## src/rtl/mem_arb_pkg.sv

```systemverilog
// Shared types for the instruction/data memory arbiter.
// Holds the FSM and access-owner encodings and the grant-selection helper.
package mem_arb_pkg;

    typedef enum logic [1:0] {
        IDLE = 2'd0,
        BUSY = 2'd1,
        RESP = 2'd2
    } state_e;

    typedef enum logic {
        OWN_IF = 1'b0,
        OWN_D  = 1'b1
    } owner_e;

    // Data wins a tie unless the fetch side has been starved long enough.
    function automatic owner_e pick_owner(input logic if_req, input logic d_req, input logic starved);
        if (if_req && (!d_req || starved)) begin
            return OWN_IF;
        end else begin
            return OWN_D;
        end
    endfunction

endpackage

```

## src/rtl/mem_arbiter_if.sv

```systemverilog
// Bundle of the fetch port, data port and memory-side signals of the arbiter.
// slave is the arbiter's view; master is the view of the surrounding core and memory.
interface mem_arbiter_if #(
    parameter int unsigned ADDRESS_SIZE = 32,
    parameter int unsigned WORD_SIZE    = 32
);
    logic                    IF_REQ;
    logic [ADDRESS_SIZE-1:0] IF_ADDR;
    logic                    IF_VALID;
    logic [WORD_SIZE-1:0]    IF_RDATA;
    logic                    IF_ERR;

    logic                    D_REQ;
    logic                    D_RNW;
    logic [ADDRESS_SIZE-1:0] D_ADDR;
    logic [WORD_SIZE-1:0]    D_WDATA;
    logic                    D_VALID;
    logic [WORD_SIZE-1:0]    D_RDATA;
    logic                    D_ERR;

    logic                    MEM_ENABLE;
    logic                    MEM_READNOTWRITE;
    logic [ADDRESS_SIZE-1:0] MEM_ADDRESS;
    logic [WORD_SIZE-1:0]    MEM_WDATA;
    logic                    MEM_READY;
    logic [WORD_SIZE-1:0]    MEM_RDATA;

    modport slave (
        input  IF_REQ, IF_ADDR, D_REQ, D_RNW, D_ADDR, D_WDATA, MEM_READY, MEM_RDATA,
        output IF_VALID, IF_RDATA, IF_ERR, D_VALID, D_RDATA, D_ERR,
               MEM_ENABLE, MEM_READNOTWRITE, MEM_ADDRESS, MEM_WDATA
    );

    modport master (
        output IF_REQ, IF_ADDR, D_REQ, D_RNW, D_ADDR, D_WDATA, MEM_READY, MEM_RDATA,
        input  IF_VALID, IF_RDATA, IF_ERR, D_VALID, D_RDATA, D_ERR,
               MEM_ENABLE, MEM_READNOTWRITE, MEM_ADDRESS, MEM_WDATA
    );

endinterface

```

## src/rtl/mem_arb_timer.sv

```systemverilog
// Loadable up-counter that stops at LIMIT and flags it; times a single memory access.
module mem_arb_timer #(
    parameter int unsigned LIMIT = 16
) (
    input  logic                       CLK,
    input  logic                       RST,
    input  logic                       load_i,
    input  logic [$clog2(LIMIT+1)-1:0] load_val_i,
    input  logic                       inc_i,
    output logic                       term_o
);
    localparam int unsigned   W    = $clog2(LIMIT + 1);
    localparam logic [W-1:0]  LAST = W'(LIMIT);
    localparam logic [W-1:0]  ONE  = W'(1);

    logic [W-1:0] cnt_q;
    logic [W-1:0] cnt_d;

    // Next count: load wins over increment, and the count parks at LIMIT.
    always_comb begin
        cnt_d = cnt_q;
        if (load_i) begin
            cnt_d = load_val_i;
        end else if (inc_i && (cnt_q != LAST)) begin
            cnt_d = cnt_q + ONE;
        end else begin
            cnt_d = cnt_q;
        end
    end

    // Count register.
    always_ff @(posedge CLK) begin
        if (RST) begin
            cnt_q <= '0;
        end else begin
            cnt_q <= cnt_d;
        end
    end

    assign term_o = (cnt_q == LAST);

endmodule

```

## src/rtl/mem_arbiter.sv

```systemverilog
// Arbitrates a fetch port and a data port onto one single-outstanding memory port,
// with fetch anti-starvation and a per-access timeout.
import mem_arb_pkg::*;

module mem_arbiter #(
    parameter int unsigned ADDRESS_SIZE = 32,
    parameter int unsigned WORD_SIZE    = 32,
    parameter int unsigned STARVE_LIMIT = 4,
    parameter int unsigned TIMEOUT      = 16
) (
    input  logic          CLK,
    input  logic          RST,
    mem_arbiter_if.slave  bus
);
    localparam int unsigned   SW         = $clog2(STARVE_LIMIT + 1);
    localparam logic [SW-1:0] STARVE_MAX = SW'(STARVE_LIMIT);
    localparam int unsigned   TW         = $clog2(TIMEOUT + 1);

    state_e                  state_q, state_d;
    owner_e                  owner_q, owner_d;
    owner_e                  grant_own;
    logic [ADDRESS_SIZE-1:0] addr_q, addr_d;
    logic [WORD_SIZE-1:0]    wdata_q, wdata_d;
    logic                    rnw_q, rnw_d;
    logic                    en_q, en_d;
    logic                    if_valid_q, if_valid_d, d_valid_q, d_valid_d;
    logic                    if_err_q, if_err_d, d_err_q, d_err_d;
    logic [WORD_SIZE-1:0]    if_rdata_q, if_rdata_d, d_rdata_q, d_rdata_d;
    logic [SW-1:0]           starve_q, starve_d;
    logic                    tmr_load, tmr_inc, tmr_term;

    mem_arb_timer #(.LIMIT(TIMEOUT)) u_timer (
        .CLK        (CLK),
        .RST        (RST),
        .load_i     (tmr_load),
        .load_val_i (TW'(1)),
        .inc_i      (tmr_inc),
        .term_o     (tmr_term)
    );

    // Next-state, grant and completion logic.
    always_comb begin
        state_d    = state_q;
        owner_d    = owner_q;
        addr_d     = addr_q;
        wdata_d    = wdata_q;
        rnw_d      = rnw_q;
        en_d       = en_q;
        if_valid_d = 1'b0;
        d_valid_d  = 1'b0;
        if_err_d   = 1'b0;
        d_err_d    = 1'b0;
        if_rdata_d = if_rdata_q;
        d_rdata_d  = d_rdata_q;
        starve_d   = starve_q;
        tmr_load   = 1'b0;
        tmr_inc    = 1'b0;
        grant_own  = pick_owner(bus.IF_REQ, bus.D_REQ, starve_q == STARVE_MAX);

        case (state_q)
            IDLE: begin
                if (bus.IF_REQ || bus.D_REQ) begin
                    state_d  = BUSY;
                    owner_d  = grant_own;
                    en_d     = 1'b1;
                    tmr_load = 1'b1;
                    if (grant_own == OWN_D) begin
                        addr_d  = bus.D_ADDR;
                        rnw_d   = bus.D_RNW;
                        wdata_d = bus.D_WDATA;
                        if (bus.IF_REQ && (starve_q != STARVE_MAX)) begin
                            starve_d = starve_q + SW'(1);
                        end else begin
                            starve_d = starve_q;
                        end
                    end else begin
                        addr_d   = bus.IF_ADDR;
                        rnw_d    = 1'b1;
                        starve_d = '0;
                    end
                end else begin
                    state_d = IDLE;
                end
            end
            BUSY: begin
                tmr_inc = 1'b1;
                // A ready in the timeout cycle still counts as a good completion.
                if (bus.MEM_READY || tmr_term) begin
                    state_d = RESP;
                    en_d    = 1'b0;
                    if (owner_q == OWN_IF) begin
                        if_valid_d = 1'b1;
                        if_err_d   = !bus.MEM_READY;
                        if (bus.MEM_READY) begin
                            if_rdata_d = bus.MEM_RDATA;
                        end else begin
                            if_rdata_d = '0;
                        end
                    end else begin
                        d_valid_d = 1'b1;
                        d_err_d   = !bus.MEM_READY;
                        if (!bus.MEM_READY) begin
                            d_rdata_d = '0;
                        end else if (rnw_q) begin
                            d_rdata_d = bus.MEM_RDATA;
                        end else begin
                            d_rdata_d = d_rdata_q;
                        end
                    end
                end else begin
                    state_d = BUSY;
                end
            end
            RESP: begin
                state_d = IDLE;
            end
            default: begin
                state_d = IDLE;
                en_d    = 1'b0;
            end
        endcase
    end

    // State and output registers.
    always_ff @(posedge CLK) begin
        if (RST) begin
            state_q    <= IDLE;
            owner_q    <= OWN_IF;
            addr_q     <= '0;
            wdata_q    <= '0;
            rnw_q      <= 1'b1;
            en_q       <= 1'b0;
            if_valid_q <= 1'b0;
            d_valid_q  <= 1'b0;
            if_err_q   <= 1'b0;
            d_err_q    <= 1'b0;
            if_rdata_q <= '0;
            d_rdata_q  <= '0;
            starve_q   <= '0;
        end else begin
            state_q    <= state_d;
            owner_q    <= owner_d;
            addr_q     <= addr_d;
            wdata_q    <= wdata_d;
            rnw_q      <= rnw_d;
            en_q       <= en_d;
            if_valid_q <= if_valid_d;
            d_valid_q  <= d_valid_d;
            if_err_q   <= if_err_d;
            d_err_q    <= d_err_d;
            if_rdata_q <= if_rdata_d;
            d_rdata_q  <= d_rdata_d;
            starve_q   <= starve_d;
        end
    end

    assign bus.MEM_ENABLE       = en_q;
    assign bus.MEM_READNOTWRITE = rnw_q;
    assign bus.MEM_ADDRESS      = addr_q;
    assign bus.MEM_WDATA        = wdata_q;
    assign bus.IF_VALID         = if_valid_q;
    assign bus.IF_ERR           = if_err_q;
    assign bus.IF_RDATA         = if_rdata_q;
    assign bus.D_VALID          = d_valid_q;
    assign bus.D_ERR            = d_err_q;
    assign bus.D_RDATA          = d_rdata_q;

endmodule

```

## src/flat_wrapper.sv

```systemverilog
// flat-port wrapper written by rule: the top's interface ports become plain ports
module mem_arbiter_flat 
#(
    parameter int unsigned ADDRESS_SIZE = 32,
    parameter int unsigned WORD_SIZE    = 32,
    parameter int unsigned STARVE_LIMIT = 4,
    parameter int unsigned TIMEOUT      = 16
)
  (CLK, RST, bus_IF_REQ, bus_IF_ADDR, bus_D_REQ, bus_D_RNW, bus_D_ADDR, bus_D_WDATA, bus_MEM_READY, bus_MEM_RDATA, bus_IF_VALID, bus_IF_RDATA, bus_IF_ERR, bus_D_VALID, bus_D_RDATA, bus_D_ERR, bus_MEM_ENABLE, bus_MEM_READNOTWRITE, bus_MEM_ADDRESS, bus_MEM_WDATA);
  mem_arbiter_if #(.ADDRESS_SIZE(ADDRESS_SIZE), .WORD_SIZE(WORD_SIZE)) bus_i ();
  input  logic CLK;
  input  logic RST;
  input wire logic [$bits(bus_i.IF_REQ)-1:0] bus_IF_REQ;
  input wire logic [$bits(bus_i.IF_ADDR)-1:0] bus_IF_ADDR;
  input wire logic [$bits(bus_i.D_REQ)-1:0] bus_D_REQ;
  input wire logic [$bits(bus_i.D_RNW)-1:0] bus_D_RNW;
  input wire logic [$bits(bus_i.D_ADDR)-1:0] bus_D_ADDR;
  input wire logic [$bits(bus_i.D_WDATA)-1:0] bus_D_WDATA;
  input wire logic [$bits(bus_i.MEM_READY)-1:0] bus_MEM_READY;
  input wire logic [$bits(bus_i.MEM_RDATA)-1:0] bus_MEM_RDATA;
  output wire logic [$bits(bus_i.IF_VALID)-1:0] bus_IF_VALID;
  output wire logic [$bits(bus_i.IF_RDATA)-1:0] bus_IF_RDATA;
  output wire logic [$bits(bus_i.IF_ERR)-1:0] bus_IF_ERR;
  output wire logic [$bits(bus_i.D_VALID)-1:0] bus_D_VALID;
  output wire logic [$bits(bus_i.D_RDATA)-1:0] bus_D_RDATA;
  output wire logic [$bits(bus_i.D_ERR)-1:0] bus_D_ERR;
  output wire logic [$bits(bus_i.MEM_ENABLE)-1:0] bus_MEM_ENABLE;
  output wire logic [$bits(bus_i.MEM_READNOTWRITE)-1:0] bus_MEM_READNOTWRITE;
  output wire logic [$bits(bus_i.MEM_ADDRESS)-1:0] bus_MEM_ADDRESS;
  output wire logic [$bits(bus_i.MEM_WDATA)-1:0] bus_MEM_WDATA;
  assign bus_i.IF_REQ = bus_IF_REQ;
  assign bus_i.IF_ADDR = bus_IF_ADDR;
  assign bus_i.D_REQ = bus_D_REQ;
  assign bus_i.D_RNW = bus_D_RNW;
  assign bus_i.D_ADDR = bus_D_ADDR;
  assign bus_i.D_WDATA = bus_D_WDATA;
  assign bus_i.MEM_READY = bus_MEM_READY;
  assign bus_i.MEM_RDATA = bus_MEM_RDATA;
  assign bus_IF_VALID = bus_i.IF_VALID;
  assign bus_IF_RDATA = bus_i.IF_RDATA;
  assign bus_IF_ERR = bus_i.IF_ERR;
  assign bus_D_VALID = bus_i.D_VALID;
  assign bus_D_RDATA = bus_i.D_RDATA;
  assign bus_D_ERR = bus_i.D_ERR;
  assign bus_MEM_ENABLE = bus_i.MEM_ENABLE;
  assign bus_MEM_READNOTWRITE = bus_i.MEM_READNOTWRITE;
  assign bus_MEM_ADDRESS = bus_i.MEM_ADDRESS;
  assign bus_MEM_WDATA = bus_i.MEM_WDATA;
  mem_arbiter #(.ADDRESS_SIZE(ADDRESS_SIZE), .WORD_SIZE(WORD_SIZE), .STARVE_LIMIT(STARVE_LIMIT), .TIMEOUT(TIMEOUT)) u_core (.CLK(CLK), .RST(RST), .bus(bus_i));
endmodule
```

## config.mk

```make
export PLATFORM = sky130hd
export DESIGN_NAME = mem_arbiter_flat
export DESIGN_NICKNAME = d
export VERILOG_FILES = /design/src/rtl/mem_arb_pkg.sv /design/src/rtl/mem_arbiter_if.sv /design/src/rtl/mem_arb_timer.sv /design/src/rtl/mem_arbiter.sv /design/src/flat_wrapper.sv
export SDC_FILE = /design/constraint.sdc
export NUM_CORES = 1
export LEC_CHECK = 0
export CAP_MARGIN = 40
export CORE_MARGIN = 2
export CORE_UTILIZATION = 44
export DETAILED_ROUTE_END_ITERATION = 16
export GPL_ROUTABILITY_DRIVEN = 0
export PLACE_DENSITY_LB_ADDON = 0.1
export RECOVER_POWER = 25
export REMOVE_ABC_BUFFERS = 1
export SLEW_MARGIN = 30
export SYNTH_ARGS = -nofsm -noshare
export SYNTH_HDL_FRONTEND = slang
export SYNTH_SLANG_ARGS = --single-unit
```

## constraint.sdc

```tcl
create_clock -name CLK -period 2.2 [get_ports CLK]
set_input_delay 0.44 -clock CLK [delete_from_list [all_inputs] [get_ports CLK]]
set_output_delay 0.44 -clock CLK [all_outputs]
set_load 0.02 [all_outputs]
```

==> impl_metrics.tcl, run 1 <==
set metrics [dict create \
    coreArea_sq_um 14640 \
    path_max_fanout 32 \
    die_height_um 127.0 \
    use_met1_pct 29.20 \
    antenna_found_initial 0 \
    place_worst_setup_slack_ns 0.07088 \
    dp_hpwl_um 13490 \
    ant_nets 0 \
    place_inst 1081 \
    cts_root_buffer "clkbuf_16" \
    avgViaCountPerCell 5.497 \
    drv_slew 0 \
    cts_tree "built" \
    grt_pass1_vias 6229 \
    setup_viol 0 \
    clk_pin_slew_ns 0.06 \
    numCtsBuffers 17 \
    synth_ff_type "dfxtp_1" \
    ys_seq_elements 145 \
    worst_pin_slew_ns 0.5254 \
    grt_pass1_wl_um 31510 \
    cts_buffer_depth 2 \
    finalHoldViolations 0 \
    first_pass_iters 6 \
    p_leak_nw 4.008 \
    cts_num_sinks 145 \
    hp-class "input pin to flip-flop" \
    worstSetupPathType "input pin to flip-flop" \
    ys_seq_area_share_pct 43.61 \
    finalNonFillerCells 1113 \
    min_period_ns 1.998 \
    multi_input_area_sq_um 3417 \
    drc_errors 0 \
    synth_edf_count 0 \
    finalCritPeriodShare_pct 90.84 \
    grt_usage_pct 24.08 \
    setup_ws_ns 0.2016 \
    ioPinCount 268 \
    cts_resized 0 \
    die_area_sq_um 16130 \
    synthCells 673 \
    crit_required_ns 2.49 \
    vdd_drop_max_v 0.0004875 \
    htree_levels 4 \
    syn_area_per_cell_sq_um 9.891 \
    routed_wl_um 19790 \
    rows 44 \
    power_density_nw_per_um2 704.7 \
    synthDistinctLibCells 48 \
    syn_area_sq_um 6656 \
    place.port_buffers 267 \
    fmax_mhz 500.4 \
    reg2reg_slack_ns 0.21 \
    whs_ns 0.4687 \
    fin_skew_ns 0.009649 \
    grt_max_degree 56 \
    drt_iter0_markers 453 \
    arrival_ns 2.29 \
    yosys_warnings 0 \
    cts.hold.buffers_added 0 \
    cts_setup_buffers 0 \
    synthArstFlopShare_pct 0 \
    use_met2_pct 40.61 \
    area_delta_synth_final_pct 53.42 \
    clock_latency_ns 0.41 \
    top_usage_layer "met2" \
    drive_above_1_share_pct 10.33 \
    relSlewSlack_pct 64.60 \
    p_total_mw 7.196 \
    antennaDiodeCount 0 \
    endpoint_kind "flip-flop" \
    rsz0062_at_grt "no" \
    die_w_um 127.0 \
    layout.nets 1054 \
    n_fill_cell 1096 \
    start_kind "input pin" \
    num_vias 6118 \
    met3_usage_pct 7.663 \
    seq_area_sq_um 2903 \
    timing.max_cap.violations 0 \
    wl_per_cell_um 17.78 \
    status "finished clean" \
    initial_core_util_pct 45.45 \
    overflow 0 \
]
cells in the mapped netlist, types with 4 or more instances:
master,instances,area share (%)
nor2b_1,34,3.2
buf_6,6,1.0
nand2b_1,66,6.2
ha_1,4,0.75
dfxtp_1,145,44
mux2i_1,64,9.6
nor4b_2,30,6.8
inv_1,6,0.34
a221o_1,32,4.8
clkbuf_1,37,2.1
a21oi_1,40,3.0
and4_1,32,4.2
nand3_1,37,2.8
buf_2,20,1.5
o21ai_1,15,1.1
nand2_1,39,2.2
o21ai_0,24,1.8
metal layers:
metal	part of all wire (%)	up-vias
met1	42	2949
met3	8.0	22
met2	48	232
met5	0	-
met4	1.7	0
li1	-	2915
cell families after synthesis:
logic type / count (synthesis) / synth area share (%)
buf+inv: 74 / 5.395
mux: 64 / 9.624
flops: 145 / 43.61
fa+ha+maj: 4 / 0.7519
compound gates: 122 / 12.44
simple gates: 264 / 28.18
cell usage in the layout (no fill, tap or decap), types with 12 or more instances in the layout:
cell type / count
a21oi_1: 40
a221o_1: 32
and4_1: 32
buf_12: 12
buf_4: 12
clkbuf_16: 17
clkdlybuf4s50_1: 265
dfxtp_1: 145
mux2i_1: 64
nand2_1: 39
nand2b_1: 66
nand3_1: 37
nor2b_1: 33
nor4b_2: 30
o21ai_0: 36
final timing paths:
path / from / endpoint / cells past startpoint
worst max-delay path: bus_IF_REQ / u_core.bus.MEM_ADDRESS[29] / 5
worst min-delay path: RST / u_core.starve_q[1] / 2
worst max register to register: u_core.u_timer.cnt_q[0] / u_core.bus.D_RDATA[1] / 7
worst min register to register: u_core.bus.MEM_WDATA[2] / u_core.bus.MEM_WDATA[2] / 2
final cells by class:
| cell class | count | share of cell area, % |
|---|---|---|
| tap | 184 | 2.254 |
| multi-input combinational | 454 | 33.46 |
| clock buffer | 24 | 5.011 |
| timing repair buffer | 292 | 29.42 |
| clock inverter | 8 | 1.213 |
| inverter | 6 | 0.2205 |
| sequential | 145 | 28.42 |
flip-flops by register name (all words and copies together), names as in the netlist:
| register | cells |
|---|---|
| u_core.bus.D_ERR | 1 |
| u_core.bus.D_RDATA | 32 |
| u_core.bus.D_VALID | 1 |
| u_core.bus.IF_ERR | 1 |
| u_core.bus.IF_RDATA | 32 |
| u_core.bus.IF_VALID | 1 |
| u_core.bus.MEM_ADDRESS | 32 |
| u_core.bus.MEM_ENABLE | 1 |
| u_core.bus.MEM_READNOTWRITE | 1 |
| u_core.bus.MEM_WDATA | 32 |
| u_core.owner_q | 1 |
| u_core.starve_q | 3 |
| u_core.state_q | 2 |
| u_core.u_timer.cnt_q | 5 |
metrics by stage:
step | instance area [sq um] | util [%] | setup TNS [ns]
2_1_floorplan | 6320 | - | -18.91
3_5_place_dp | 9593 | 65.51 | 0
4_1_cts | 10230 | 69.85 | 0
3_3_place_gp | 9593 | 65.51 | 0
6_report | 10210 | 69.74 | 0
5_1_grt | 10210 | 69.74 | 0
worst max-delay path, stage by stage:
cell and delay [ns]:
dlygate4sd3_1 0.74, or2_0 0.28, a21oi_2 0.08, clkbuf_4 0.32, a221o_1 0.42
report_power, final:
| part | leakage [nW] | internal, mW | switching [mW] |
|---|---|---|---|
| Combinational | 2.52 | 0.683 | 0.610 |
| Sequential | 1.18 | 2.76 | 0.0867 |
| Clock | 0.308 | 1.97 | 1.09 |
Power figures use the tool's default switching activity.
==> inputs of run 2 (changes only) <==
--- a/config.mk
+++ b/config.mk
@@ -5,9 +5,10 @@
 export SDC_FILE = /design/constraint.sdc
 export NUM_CORES = 1
 export LEC_CHECK = 0
+export ABC_AREA = 1
 export CAP_MARGIN = 40
 export CORE_MARGIN = 2
-export CORE_UTILIZATION = 44
+export CORE_UTILIZATION = 43
 export DETAILED_ROUTE_END_ITERATION = 16
 export GPL_ROUTABILITY_DRIVEN = 0
 export PLACE_DENSITY_LB_ADDON = 0.1
==> run 2 against run 1 <==
Effect of this change: critical path depth is 4 lower; critical path type is now flip-flop to primary output; core utilization is 2.9 points lower; area after synthesis is 6.0% lower; power is 3.1% lower.
==> impl_metrics.tcl, run 2 <==
set metrics [dict create \
    crit_buf_inv 1 \
    rsz0062_at_grt "no" \
    synthDistinctLibCells 25 \
    p_total_mw 6.971 \
    ys_seq_elements 145 \
    fmax_mhz 524.6 \
    ant_nets 0 \
    hp-class "flip-flop to flip-flop" \
    timing.max_cap.violations 0 \
    setup_ws_ns 0.2939 \
    status "finished clean" \
    met3_usage_pct 8.978 \
    clock_latency_ns 0.41 \
    layout.nets 1321 \
    first_pass_iters 4 \
    worst_pin_slew_ns 0.7753 \
    yosys_warnings 0 \
    finalCritPeriodShare_pct 86.64 \
    grt_max_degree 68 \
    start_kind "flip-flop" \
    synthCells 937 \
    avgViaCountPerCell 4.696 \
    cts_buffer_depth 2 \
    synth.most_common_cell "nand2_1" \
    relSlewSlack_pct 48.25 \
    overflow 0 \
    place.port_buffers 267 \
    finalNonFillerCells 1379 \
    cts_root_buffer "clkbuf_16" \
    grt_pass1_vias 5961 \
    final_util_pct 66.81 \
    drive_above_1_share_pct 5.021 \
    mostFrequentLayoutCells "nand2_1 (373), clkdlybuf4s50_1 (266), dfxtp_1 (145), nor2_1 (89), inv_1 (83)" \
    finalHoldViolations 0 \
    die_w_um 124.6 \
    cts_setup_buffers 0 \
    cpPeakStageDelay_ns 0.65 \
    setup_viol 0 \
    reg2reg_slack_ns 0.39 \
    cts_num_sinks 145 \
    cts.hold.buffers_added 0 \
    synth_edf_count 0 \
    htree_levels 4 \
    vdd_drop_max_v 0.0004919 \
    ys_seq_area_share_pct 46.38 \
    die_area_sq_um 15540 \
    ioPinCount 268 \
    crit_chain "clkdlybuf4s50_1" \
    antennaDiodeCount 0 \
    clk_pin_slew_ns 0.06 \
    rows 44 \
    area_delta_synth_final_pct 53.38 \
    numCtsBuffers 17 \
    min-delay-start "u_core.bus.MEM_ADDRESS[20]" \
    syn_area_sq_um 6259 \
    place_inst 1348 \
    drt_iter0_markers 414 \
    yosysTopAreaCellShare_pct 46.38 \
    cts_resized 0 \
    cp_top_family "buffers and inverters" \
    reg2regPathDepth 9 \
    place_worst_setup_slack_ns 0.1942 \
    use_met1_pct 28.39 \
    dp_hpwl_um 12270 \
    use_met2_pct 35.36 \
    fin_skew_ns 0.009442 \
    worstSetupPathType "flip-flop to primary output" \
    cts_tree "built" \
    num_vias 6476 \
    die_height_um 124.6 \
    ys_top_cells_by_count "nand2_1 (375), dfxtp_1 (145), nor2_1 (91)" \
    final_common_cell "nand2_1" \
    wl_per_cell_um 12.84 \
    crit_start "u_core.bus.MEM_READNOTWRITE" \
    drv_slew 0 \
    yosysTopAreaCell "dfxtp_1" \
    grt_pass1_wl_um 29060 \
    endpoint_kind "primary output" \
    top_usage_layer "met2" \
    grt_usage_pct 22.66 \
    crit_cells 1 \
    hold_depth 2 \
    power_density_nw_per_um2 726.2 \
    syn_area_per_cell_sq_um 6.679 \
    routed_wl_um 17710 \
    coreArea_sq_um 14370 \
    antenna_found_initial 0 \
    synthTopCellsByArea "dfxtp_1 (46%), nand2_1 (22%), a21oi_1 (5.7%), nand3_1 (5.5%), nor2_1 (5.5%)" \
    r2r_start "u_core.starve_q[0]" \
    p_leak_nw 4.343 \
    cp_slowest_cell "clkdlybuf4s50_1" \
    path_max_fanout 4 \
    synth_ff_type "dfxtp_1" \
    initial_core_util_pct 43.56 \
    crit_required_ns 1.76 \
    arrival_ns 1.47 \
    n_fill_cell 1313 \
    drc_errors 0 \
    min_period_ns 1.906 \
    synthArstFlopShare_pct 0 \
]
==> run 2: changes by cell type in the layout (fill, tap and decap cells not counted), sizes merged, moves of 32 or more <==
| cell | change |
|---|---|
| nand2 | +339 |
| nor2 | +87 |
| inv | +81 |
| nand2b | -66 |
| mux2i | -64 |
| o21ai | -35 |
| nor2b | -34 |
| nand3 | +33 |
| a221o | -32 |
| and4 | -32 |
| nor4b | -32 |
==> run 2: through the flow <==
| step | hold slack, ns | TNS, ns | area [sq um] |
|---|---|---|---|
| final | 0.4484 | 0 | 9599 |
| after global routing | 0.4670 | 0 | 9599 |
| after CTS | 0.4516 | 0 | 9627 |
| after detailed placement | 0.4376 | 0 | 9099 |
| after global placement | 0.4350 | 0 | 9099 |
| after floorplan | 0.4323 | -59.79 | 5956 |
==> run 2: area by class of cell <==
cell class	count	area (sq um)	area share, %
multi-input combinational	645	2741	28.56
clock buffer	26	499.2	5.201
clock inverter	5	28.78	0.2998
inverter	87	326.6	3.402
tap	184	230.2	2.398
sequential	145	2903	30.24
timing repair buffer	287	2870	29.90
==> run 2: kinds of logic (layout without fill, tap and decap cells) <==
group                    after synthesis  count (layout)  share of synthesized area [%]
AND/OR/NAND/NOR                      561             561                          36.13
AO/OA/AOI/OAI                         79              79                          6.497
adder cells (fa/ha/maj)                4               4                         0.7997
flip-flops                           145             145                          46.38
XOR/XNOR                               1               1                         0.1400
buffers and inverters                147             405                          10.06
==> run 2: worst paths after layout <==
path,endpoint
min reg2reg,u_core.bus.MEM_ADDRESS[20]
max reg2reg,u_core.bus.MEM_ADDRESS[30]
min,u_core.bus.MEM_ADDRESS[20]
max,bus_MEM_READNOTWRITE
==> run 2: worst register-to-register path, delay by kind of cell (launching register included) <==
| kind | cells | cell delay [ns] |
|---|---|---|
| flops | 1 | 0.35 |
| fa+ha+maj | 1 | 0.19 |
| buf+inv | 2 | 0.58 |
| compound gates | 1 | 0.12 |
| simple gates | 5 | 0.47 |
==> run 2: per-layer routing <==
metal	vias up	wire length, um
li1	3388	-
met1	2831	7758
met5	-	0
met3	26	1582
met2	231	8002
met4	0	367
==> run 2: where the power goes <==
| group | internal (mW) | switching, mW |
|---|---|---|
| sequential | 2.81 | 0.0932 |
| combinational | 0.703 | 0.794 |
| clock | 1.55 | 1.03 |
